[src/rtl/lfsr_gen_if.sv]
// Bus bundle for lfsr_gen: control inputs (en/load/seed_i) and registered outputs.
interface lfsr_gen_if #(
  parameter int unsigned WIDTH = 4
);
  logic             en;
  logic             load;
  logic [WIDTH-1:0] seed_i;
  logic [WIDTH-1:0] lfsr_o;
  logic             bit_o;
  logic [WIDTH-1:0] count_o;
  logic             wrap_o;
  logic             lockup_o;

  modport master (
    output en, load, seed_i,
    input  lfsr_o, bit_o, count_o, wrap_o, lockup_o
  );

  modport slave (
    input  en, load, seed_i,
    output lfsr_o, bit_o, count_o, wrap_o, lockup_o
  );
endinterface

[src/rtl/lfsr_gen.sv]
// Parametrised Fibonacci LFSR with step enable, seed load and period tracking.
// Optional macro LFSR_LOCKUP_RECOVER_EN: replace all-zero states/seeds with SEED.
module lfsr_gen #(
  parameter int unsigned      WIDTH = 4,
  parameter logic [WIDTH-1:0] TAPS  = 4'b1100,
  parameter logic [WIDTH-1:0] SEED  = 4'hE
) (
  input  logic     clk,
  input  logic     reset_n,
  lfsr_gen_if.slave bus
);

  logic [WIDTH-1:0] s_q, s_d;
  logic [WIDTH-1:0] st_q, st_d;
  logic [WIDTH-1:0] cnt_q, cnt_d;
  logic             wrap_q, wrap_d;
  logic             fb;
  logic [WIDTH-1:0] ns;

  assign fb = ^(s_q & TAPS);
  assign ns = {s_q[WIDTH-2:0], fb};

`ifdef LFSR_LOCKUP_RECOVER_EN
  logic lock_q, lock_d;

  always_comb begin
    s_d    = s_q;
    st_d   = st_q;
    cnt_d  = cnt_q;
    wrap_d = 1'b0;
    lock_d = 1'b0;
    if (bus.load) begin
      cnt_d = '0;
      if (bus.seed_i == '0) begin
        s_d    = SEED;
        st_d   = SEED;
        lock_d = 1'b1;
      end else begin
        s_d  = bus.seed_i;
        st_d = bus.seed_i;
      end
    end else if (bus.en) begin
      // A zero state can never leave on its own; restart the period from SEED.
      if (s_q == '0) begin
        s_d    = SEED;
        st_d   = SEED;
        cnt_d  = '0;
        lock_d = 1'b1;
      end else begin
        s_d = ns;
        if (ns == st_q) begin
          cnt_d  = '0;
          wrap_d = 1'b1;
        end else begin
          cnt_d = cnt_q + WIDTH'(1);
        end
      end
    end
  end

  always_ff @(posedge clk or negedge reset_n) begin
    if (!reset_n) lock_q <= 1'b0;
    else          lock_q <= lock_d;
  end

  assign bus.lockup_o = lock_q;
`else
  always_comb begin
    s_d    = s_q;
    st_d   = st_q;
    cnt_d  = cnt_q;
    wrap_d = 1'b0;
    if (bus.load) begin
      s_d   = bus.seed_i;
      st_d  = bus.seed_i;
      cnt_d = '0;
    end else if (bus.en) begin
      s_d = ns;
      if (ns == st_q) begin
        cnt_d  = '0;
        wrap_d = 1'b1;
      end else begin
        cnt_d = cnt_q + WIDTH'(1);
      end
    end
  end

  assign bus.lockup_o = 1'b0;
`endif

  always_ff @(posedge clk or negedge reset_n) begin
    if (!reset_n) begin
      s_q    <= SEED;
      st_q   <= SEED;
      cnt_q  <= '0;
      wrap_q <= 1'b0;
    end else begin
      s_q    <= s_d;
      st_q   <= st_d;
      cnt_q  <= cnt_d;
      wrap_q <= wrap_d;
    end
  end

  assign bus.lfsr_o  = s_q;
  assign bus.bit_o   = s_q[WIDTH-1];
  assign bus.count_o = cnt_q;
  assign bus.wrap_o  = wrap_q;

endmodule

[src/flat_wrapper.sv]
// flat-port wrapper written by rule: the top's interface ports become plain ports
module lfsr_gen_flat 
#(
  parameter int unsigned      WIDTH = 4,
  parameter logic [WIDTH-1:0] TAPS  = 4'b1100,
  parameter logic [WIDTH-1:0] SEED  = 4'hE
)
  (clk, reset_n, bus_en, bus_load, bus_seed_i, bus_lfsr_o, bus_bit_o, bus_count_o, bus_wrap_o, bus_lockup_o);
  lfsr_gen_if #(.WIDTH(WIDTH)) bus_i ();
  input  logic clk;
  input  logic reset_n;
  input wire logic [$bits(bus_i.en)-1:0] bus_en;
  input wire logic [$bits(bus_i.load)-1:0] bus_load;
  input wire logic [$bits(bus_i.seed_i)-1:0] bus_seed_i;
  output wire logic [$bits(bus_i.lfsr_o)-1:0] bus_lfsr_o;
  output wire logic [$bits(bus_i.bit_o)-1:0] bus_bit_o;
  output wire logic [$bits(bus_i.count_o)-1:0] bus_count_o;
  output wire logic [$bits(bus_i.wrap_o)-1:0] bus_wrap_o;
  output wire logic [$bits(bus_i.lockup_o)-1:0] bus_lockup_o;
  assign bus_i.en = bus_en;
  assign bus_i.load = bus_load;
  assign bus_i.seed_i = bus_seed_i;
  assign bus_lfsr_o = bus_i.lfsr_o;
  assign bus_bit_o = bus_i.bit_o;
  assign bus_count_o = bus_i.count_o;
  assign bus_wrap_o = bus_i.wrap_o;
  assign bus_lockup_o = bus_i.lockup_o;
  lfsr_gen #(.WIDTH(WIDTH), .TAPS(TAPS), .SEED(SEED)) u_core (.clk(clk), .reset_n(reset_n), .bus(bus_i));
endmodule
[config.mk]
export PLATFORM = sky130hd
export DESIGN_NAME = lfsr_gen_flat
export DESIGN_NICKNAME = d
export VERILOG_FILES = /design/src/rtl/lfsr_gen_if.sv /design/src/rtl/lfsr_gen.sv /design/src/flat_wrapper.sv
export SDC_FILE = /design/constraint.sdc
export NUM_CORES = 1
export LEC_CHECK = 0
export BUFFER_PORTS_ARGS = -buffer_cell sky130_fd_sc_hd__buf_2
export CAP_MARGIN = 20
export CORE_MARGIN = 3
export CORE_UTILIZATION = 44
export DETAILED_ROUTE_END_ITERATION = 12
export GPL_ROUTABILITY_DRIVEN = 0
export GPL_TIMING_DRIVEN = 0
export HOLD_SLACK_MARGIN = 0.05
export PLACE_DENSITY_LB_ADDON = 0.1
export SLEW_MARGIN = 20
export SYNTH_ARGS = -nofsm -noshare
export SYNTH_HDL_FRONTEND = slang
export SYNTH_SLANG_ARGS = --single-unit
[constraint.sdc]
create_clock -name clk -period 1.2 [get_ports clk]
set_input_delay 0.24 -clock clk [delete_from_list [all_inputs] [get_ports clk]]
set_output_delay 0.24 -clock clk [all_outputs]
set_load 0.02 [all_outputs]
==> results of run 1 <==
cell usage in the layout, fill, tap and decap left out, types with 2 or more instances in the layout:
master and count:
buf_2 14, nor2_1 3, inv_1 5, xor2_1 3, clkbuf_4 3, dfstp_2 6, buf_6 4, o211ai_1 2
clkbuf_1 2, nand3_1 3, mux2i_1 5, nand2_1 9, dfrtp_1 7, o21ai_0 8, buf_4 6
per-layer routing:
metal | share of wire [%] | wire (um)
met1 | 42 | 559
met5 | 0 | 0
met3 | 7.0 | 93
met2 | 50 | 664
met4 | 1.3 | 17
registers in the layout (all words and copies together), names as in the netlist:
signal / cells
u_core.st_q: 4
u_core.bus.count_o: 4
u_core.bus.lfsr_o: 4
u_core.bus.wrap_o: 1
layout make-up:
type / instances / area [um2] / share of cell area [%]
inverters: 5 / 18.77 / 2.146
multi-input cells: 46 / 304.0 / 34.76
well taps: 15 / 18.77 / 2.146
flip-flops and latches: 13 / 332.8 / 38.05
repair buffers: 21 / 145.1 / 16.60
clock buffers: 4 / 26.28 / 3.004
plain buffers: 5 / 28.78 / 3.290
kinds of logic after synthesis:
| kind of cell | share of synthesized area (%) |
|---|---|
| simple gates | 12.27 |
| compound gates | 14.68 |
| flops | 49.44 |
| buf+inv | 7.062 |
| mux | 8.922 |
| xor+xnor | 5.205 |
| fa+ha+maj | 1.858 |
| other cells | 0.5571 |
timing repair:
item	4_1_cts	5_1_grt
pin swaps	2	2
hold endpoints to repair	7	0
hold buffers	1	0
resized for setup	7	2
setup endpoints to repair	9	10
buffers inserted	3	1
power by group through the flow:
| stage | Sequential, mW | Clock [mW] | Combinational [mW] |
|---|---|---|---|
| final | 0.552 | 0.257 | 0.331 |
| after floorplan | 0.598 | 0 | 0.153 |
| after global placement | 0.559 | 0 | 0.278 |
| after global routing | 0.558 | 0.288 | 0.365 |
| after detailed placement | 0.561 | 0 | 0.282 |
| after CTS | 0.552 | 0.267 | 0.318 |
per-stage QoR:
step / power (mW) / instance area (um2) / setup TNS (ns)
floorplan: 0.7516 / 684.4 / -0.5319
global placement: 0.8368 / 783.3 / -0.5218
detailed placement: 0.8431 / 783.3 / -0.6244
CTS: 1.136 / 860.8 / -0.6568
global route: 1.211 / 874.6 / -1.274
finish: 1.140 / 874.6 / -0.8208
worst paths after layout:
check / cells after the start / slack (ns) / from / endpoint
setup reg to reg: 3 / -0.13 / u_core.bus.lfsr_o[3]$_DFFE_PN1P_ / u_core.bus.wrap_o$_DFF_PN0_
hold reg to reg: 2 / 0.48 / u_core.st_q[1]$_DFFE_PN1P_ / u_core.st_q[1]$_DFFE_PN1P_
max in group asynchronous: 2 / 0.55 / reset_n / u_core.st_q[2]$_DFFE_PN1P_
setup / recovery: 3 / -0.13 / u_core.bus.lfsr_o[3]$_DFFE_PN1P_ / u_core.bus.wrap_o$_DFF_PN0_
min in group asynchronous: 2 / 0.37 / reset_n / u_core.bus.count_o[1]$_DFFE_PN0P_
hold / removal: 3 / 0.20 / bus_seed_i[0] / u_core.bus.lfsr_o[0]$_DFFE_PN0P_
worst register-to-register path, delay by kind of cell, from the launching register on:
kind | cells | cell delay [ns]
xor gates and xnor gates | 1 | 0.13
muxes | 1 | 0.35
and+or+nand+nor | 1 | 0.23
DFF | 1 | 0.57
==> impl_metrics.py, run 1 <==
metrics = {
    "outcome": {
        "status": "complete, but fails checks",
        "violations": "setup timing",
    },
    "clocking": {
        "clk_pin_slew_ns": 0.07,
        "clkLatencyLatePin_ns": 0.27,
        "tritoncts": "built",
        "numCtsBuffers": 3,
        "cts_buffer_depth": 2,
        "cts_sinks": 13,
        "htree_levels": 1,
        "cts-root-buf": "clkbuf_4",
    },
    "power": {
        "p_comb_share_pct": 29.0,
        "switchingPower_mw": 0.3584,
        "pwr-share-clk_pct": 22.6,
        "internal-power_mw": 0.7815,
        "vdd_drop_max_mv": 1.120,
        "sw_frac_of_total_pct": 31.44,
        "p_leak_nw": 0.4476,
        "pwr_density_cell_nw_per_um2": 1303,
        "seq_power_share_pct": 48.4,
    },
    "drt": {
        "route.detailed.drc": 0,
        "vias": 562,
        "routed_via_density": 5.156,
        "drt_iter0_markers": 8,
        "ant_nets": 0,
        "routed_wl_um": 1335,
        "drt-wirelength-per-cell_um": 12.25,
        "drtPass1Iterations": 4,
    },
    "final_layout": {
        "syn_to_final_growth_pct": 29.93,
        "antenna_cells": 0,
        "post-route-util_pct": 64.01,
        "finalNonFillerCells": 109,
        "fillers": 122,
        "drive_above_1_share_pct": 37.23,
        "final_nets": 104,
    },
    "logic_synthesis": {
        "ys_seq_area_share_pct": 49.44,
        "ys_ff_latch": 13,
        "synthFlopType": "dfrtp_1",
        "yosys_warnings": 0,
        "netlist_area_um2": 673.1,
        "synthTopCellsByArea": "dfrtp_1 (26%), dfstp_2 (23%), mux2i_1 (8.9%)",
        "synth_edf_count": 0,
        "yosys.area.top_type": "dfrtp_1",
        "async_reset_ff_share_pct": 100.0,
        "yosysTopAreaCellShare_pct": 26.02,
        "syn_inst": 69,
        "synth_nets": 78,
        "ys_types": 24,
        "synth.avg_cell_area_um2": 9.756,
        "ys_top_cells_by_count": "nand2_1 (9), o21ai_0 (9), dfrtp_1 (7)",
    },
    "critical_path": {
        "crit_arrival_ns": 1.55,
        "endpoint_kind": "flop",
        "path_delay_family": "flip-flops",
        "critPathMaxFanout": 5,
        "critPathMaxStageDelay_ns": 0.57,
        "setup.worst_path.start_class": "flop",
        "required_ns": 1.41,
        "cp_num_buf_inv": 0,
        "crit_path_cell_trace": "xnor2_2 -> mux2i_2 -> and4_1",
        "worst-setup-path-type": "reg -> reg",
        "cp_slowest_cell": "dfstp_2",
    },
    "grt": {
        "grt_pass1_wl_um": 2090,
        "grt_overflow": 0,
        "met1_usage_pct": 18.58,
        "antenna_found_initial": 0,
        "grt_use_total_pct": 14.70,
        "globalRouteMet3Util_pct": 5.976,
        "top_usage_layer": "met2",
        "grt_pass1_vias": 487,
        "grtUsageMet2_pct": 22.60,
        "grt_max_degree": 14,
    },
    "placed_design": {
        "place_inst": 100,
        "hpwlAfterDp_um": 948.4,
        "dp_slack_ns": -0.1461,
        "numPortBuffers": 16,
    },
    "sta": {
        "hold_slack_ns": 0.1953,
        "max_freq_mhz": 749.8,
        "min_period_ns": 1.334,
        "worst_slack_ns": -0.1336,
        "final.setup_skew_ns": 0.004414,
        "maxSlewViolCount": 0,
        "fin_crit_sh_pct": 111.1,
        "rsz0062_at_grt": "yes",
        "setup_viol": 8,
        "hold_viol": 0,
    },
    "floorplanning": {
        "rows": 13,
        "core_area_um2": 1366,
        "die_area_um2": 2035,
        "ios": 19,
        "start_util_pct": 49.27,
        "dieHeight_um": 45.12,
        "dieWidth_um": 45.12,
    },
    "worst_hold_path": {
        "hp-class": "in -> reg",
    },
    "run": {
        "cap_violations": 0,
    },
}
Note: power is estimated with default switching activity, not from simulation.
==> run 2: changes to the inputs <==
clock period = 1.1 ns   (was 1.2 ns; I/O delays follow)
==> impl_metrics.py, run 2 (synthesized netlist as in run 1, its figures left out) <==
metrics = {
    "drt": {
        "routed_wl_um": 1375,
        "ant_nets": 0,
        "drt_iter0_markers": 9,
        "drtPass1Iterations": 4,
        "routed_via_density": 5.045,
        "vias": 555,
        "drt-wirelength-per-cell_um": 12.50,
        "route.detailed.drc": 0,
    },
    "grt": {
        "grt_pass1_vias": 479,
        "grt_max_degree": 14,
        "grt_use_total_pct": 14.12,
        "grt_pass1_wl_um": 2021,
        "antenna_found_initial": 0,
        "grt_overflow": 0,
    },
    "clocking": {
        "cts-root-buf": "clkbuf_4",
        "cts_buffer_depth": 2,
        "cts_sinks": 13,
        "clk_pin_slew_ns": 0.08,
        "numCtsBuffers": 3,
        "htree_levels": 1,
        "tritoncts": "built",
        "clkLatencyLatePin_ns": 0.27,
    },
    "sta": {
        "max_freq_mhz": 758.7,
        "rsz0062_at_grt": "yes",
        "min_period_ns": 1.318,
        "final.setup_skew_ns": 0.008000,
        "fin_crit_sh_pct": 119.8,
        "setup_viol": 10,
        "maxSlewViolCount": 0,
        "hold_viol": 0,
        "worst_slack_ns": -0.2181,
        "fin_tns_setup_ns": -1.727,
    },
    "floorplanning": {
        "ios": 19,
        "rows": 13,
        "dieHeight_um": 45.12,
        "start_util_pct": 49.27,
        "core_area_um2": 1366,
        "dieWidth_um": 45.12,
        "die_area_um2": 2035,
    },
    "worst_hold_path": {
        "hp-class": "in -> reg",
        "hp-start": "bus_seed_i[0]",
    },
    "power": {
        "power_mw": 1.281,
        "pwr_density_cell_nw_per_um2": 1412,
        "p_comb_share_pct": 30.7,
        "internal-power_mw": 0.8782,
        "pwr-share-clk_pct": 22.2,
        "sw_frac_of_total_pct": 31.43,
        "seq_power_share_pct": 47.2,
        "p_leak_nw": 0.4572,
        "switchingPower_mw": 0.4025,
        "vdd_drop_max_mv": 1.202,
    },
    "final_layout": {
        "syn_to_final_growth_pct": 34.76,
        "drive_above_1_share_pct": 37.89,
        "antenna_cells": 0,
        "final_common_cell": "buf_2",
        "final_area_um2": 907.1,
        "fillers": 114,
        "final_nets": 105,
        "layout_common_cells": "buf_2 (10), nand2_1 (9), o21ai_0 (8), buf_6 (8)",
    },
    "critical_path": {
        "rrSetupSlack_ns": -0.22,
        "r2r_end": "u_core.bus.wrap_o$_DFF_PN0_",
        "crit_arrival_ns": 1.53,
        "setup.worst_path.start_class": "flop",
        "crit_path_start": "u_core.bus.lfsr_o[3]$_DFFE_PN1P_",
        "crit_end": "u_core.bus.wrap_o$_DFF_PN0_",
        "endpoint_kind": "flop",
        "required_ns": 1.31,
        "critPathMaxFanout": 5,
        "r2r_cells": 3,
        "worst-setup-path-type": "reg -> reg",
        "r2r_start": "u_core.bus.lfsr_o[3]$_DFFE_PN1P_",
    },
    "placed_design": {
        "hpwlAfterDp_um": 948.4,
        "numPortBuffers": 16,
        "placed_cell_area_um2": 783.3,
    },
    "run": {
        "cap_violations": 0,
    },
    "outcome": {
        "violations": "setup timing",
        "status": "complete, but fails checks",
    },
}
run 2: cell count changes in the layout (fill, tap and decap cells not counted), sizes merged:
cell  before  now
buf       24   25
run 2: power by group through the flow:
stage	Combinational [mW]	Sequential, mW	Clock [mW]
after floorplan	0.167	0.653	0
after global placement	0.303	0.610	0
after detailed placement	0.308	0.612	0
after CTS	0.355	0.598	0.291
after global routing	0.429	0.612	0.313
final	0.393	0.604	0.284
run 2: worst max-delay path, stage by stage, from the launching register on:
cell	delay (ns)
dfstp_2	0.58
xnor2_2	0.13
mux2i_2	0.33
and4_1	0.23
run 2: timing repair:
item,CTS,global route
hold endpoints to repair,7,0
gates resized for setup,5,12
hold buffers,1,0
setup endpoints to repair,10,14
buffers inserted,4,1
pin swaps,1,2
run 2: layout make-up:
class / count / area (um2) / area share (%)
Sequential cell: 13 / 332.8 / 36.69
Multi-Input combinational cell: 46 / 304.0 / 33.52
Timing Repair Buffer: 22 / 177.7 / 19.59
Buffer: 5 / 28.78 / 3.172
Clock buffer: 4 / 26.28 / 2.897
Inverter: 5 / 18.77 / 2.069
Tap cell: 15 / 18.77 / 2.069
run 2: worst min path at each step:
stage	end	slack, ns	depth (start not counted)
after global routing	u_core.bus.lfsr_o[2]$_DFFE_PN1P_	0.19	3
after detailed placement	u_core.bus.count_o[1]$_DFFE_PN0P_	0.12	1
after floorplan	u_core.bus.count_o[0]$_DFFE_PN0P_	-0.08	0
after global placement	u_core.bus.count_o[1]$_DFFE_PN0P_	0.12	1
after CTS	u_core.bus.lfsr_o[0]$_DFFE_PN0P_	0.17	3
final	u_core.bus.lfsr_o[0]$_DFFE_PN0P_	0.18	3
run 2: metal layers:
layer	wire (um)	global-route usage, %
met1	598	17.56
met2	675	21.75
met3	83	5.976
met4	17	5.263
met5	0	0
run 2: through the flow:
stage               worst slack [ns]  utilization [%]  instances  hold slack (ns)
floorplan                    -0.2185                -         69         -0.07559
global placement             -0.2237            57.33        100           0.1194
detailed placement           -0.2461            57.33        100           0.1156
CTS                          -0.2135            63.10        109           0.1721
global route                 -0.2913            66.39        110           0.1927
finish                       -0.2181            66.39        110           0.1771
==> run 3: changes to the inputs <==
RECOVER_POWER = 50   (was not set)
==> impl_metrics.py, run 3 (synthesized netlist as in run 1, its figures left out) <==
metrics = {
    "sta": {
        "final.setup_skew_ns": 0.008000,
        "rsz0062_at_grt": "yes",
        "worst_pin_slew_ns": 0.6718,
        "min_period_ns": 1.318,
        "fin_crit_sh_pct": 119.8,
        "max_freq_mhz": 758.7,
        "hold_viol": 0,
        "hold_slack_ns": 0.1771,
        "maxSlewHeadroom_pct": 55.21,
        "maxSlewViolCount": 0,
        "setup_viol": 10,
        "worst_slack_ns": -0.2181,
        "fin_tns_setup_ns": -1.727,
    },
    "critical_path": {
        "critPathMaxFanout": 5,
        "worst-setup-path-type": "reg -> reg",
        "path_depth": 3,
        "r2r_cells": 3,
        "required_ns": 1.31,
        "path_delay_family": "flip-flops",
        "endpoint_kind": "flop",
        "cp_slowest_cell": "dfstp_2",
        "critPathMaxStageDelay_ns": 0.58,
        "setup.worst_path.start_class": "flop",
        "crit_path_cell_trace": "xnor2_2 -> mux2i_2 -> and4_1",
        "cp_num_buf_inv": 0,
        "crit_arrival_ns": 1.53,
    },
    "clocking": {
        "numCtsBuffers": 3,
        "cts-root-buf": "clkbuf_4",
        "cts_buffer_depth": 2,
        "clk_pin_slew_ns": 0.08,
        "htree_levels": 1,
        "cts_sinks": 13,
        "tritoncts": "built",
        "clkLatencyLatePin_ns": 0.27,
    },
    "run": {
        "cap_violations": 0,
    },
    "floorplanning": {
        "rows": 13,
        "core_area_um2": 1366,
        "die_area_um2": 2035,
        "dieWidth_um": 45.12,
        "dieHeight_um": 45.12,
        "ios": 19,
        "start_util_pct": 49.27,
    },
    "placed_design": {
        "dp_slack_ns": -0.2461,
        "placed_cell_area_um2": 783.3,
        "hpwlAfterDp_um": 948.4,
        "numPortBuffers": 16,
    },
    "final_layout": {
        "final_area_um2": 905.9,
        "drive_above_1_share_pct": 36.84,
        "antenna_cells": 0,
        "final_nets": 105,
        "fillers": 114,
        "layout_common_cells": "buf_2 (9), nand2_1 (9), o21ai_0 (8), buf_6 (8)",
        "syn_to_final_growth_pct": 34.57,
        "post-route-util_pct": 66.30,
    },
    "grt": {
        "antenna_found_initial": 0,
        "grt_overflow": 0,
        "grt_use_total_pct": 14.12,
        "grt_pass1_vias": 479,
        "grt_max_degree": 14,
        "grt_pass1_wl_um": 2021,
    },
    "outcome": {
        "violations": "setup timing",
        "status": "complete, but fails checks",
    },
    "power": {
        "pwr_density_cell_nw_per_um2": 1413,
        "p_leak_nw": 0.4544,
        "vdd_drop_max_mv": 1.202,
    },
    "drt": {
        "ant_nets": 0,
        "vias": 555,
        "routed_wl_um": 1373,
        "drt-wirelength-per-cell_um": 12.48,
        "routed_via_density": 5.045,
        "drtPass1Iterations": 4,
        "drt_iter0_markers": 9,
        "route.detailed.drc": 0,
    },
    "worst_hold_path": {
        "hp-class": "in -> reg",
        "min_path_cells": 3,
    },
}
==> run 3: path summary, 6_finish.rpt <==
kind                                             startpoint                                end  slack [ns]
min reg2reg                      u_core.st_q[1]$_DFFE_PN1P_         u_core.st_q[1]$_DFFE_PN1P_        0.48
max in group asynchronous                           reset_n   u_core.bus.lfsr_o[0]$_DFFE_PN0P_        0.18
max reg2reg                u_core.bus.lfsr_o[3]$_DFFE_PN1P_        u_core.bus.wrap_o$_DFF_PN0_       -0.22
min in group asynchronous                           reset_n  u_core.bus.count_o[1]$_DFFE_PN0P_        0.48
min                                           bus_seed_i[0]   u_core.bus.lfsr_o[0]$_DFFE_PN0P_        0.18
max                        u_core.bus.lfsr_o[3]$_DFFE_PN1P_        u_core.bus.wrap_o$_DFF_PN0_       -0.22
==> run 3: worst min-delay path, cell delays in order <==
cell and delay, ns:
buf_2 0.07, nand2_1 0.05, o21ai_1 0.06
==> run 3: area by class of cell <==
type | instances | area [um2] | area share (%)
tap | 15 | 18.77 | 2.072
sequential | 13 | 332.8 | 36.74
clock buffer | 4 | 26.28 | 2.901
multi-input combinational | 46 | 304.0 | 33.56
inverter | 5 | 18.77 | 2.072
timing repair buffer | 22 | 176.4 | 19.48
buffer | 5 | 28.78 | 3.177
==> run 3: where the power goes <==
group | switching (mW) | internal [mW]
sequential | 0.0578 | 0.546
combinational | 0.201 | 0.191
clock | 0.143 | 0.140
==> run 3: routing by layer <==
layer	global-route usage (%)	wire length (um)	up-vias
li1	-	-	285
met3	5.976	83	2
met2	21.75	675	15
met5	0	0	-
met1	17.56	596	253
met4	5.263	17	0
==> run 3: through the flow <==
step                power (mW)  instances
global placement        0.9128        100
global route             1.353        110
finish                   1.280        110
CTS                      1.244        109
floorplan               0.8200         69
detailed placement      0.9197        100
==> run 3: repair_timing <==
action / CTS / global route
resized for setup: 5 / 12
setup buffers: 4 / 1
hold buffers: 1 / 0
setup endpoints to repair: 10 / 14
endpoints found under the hold margin: 7 / 0
pin swaps: 1 / 2
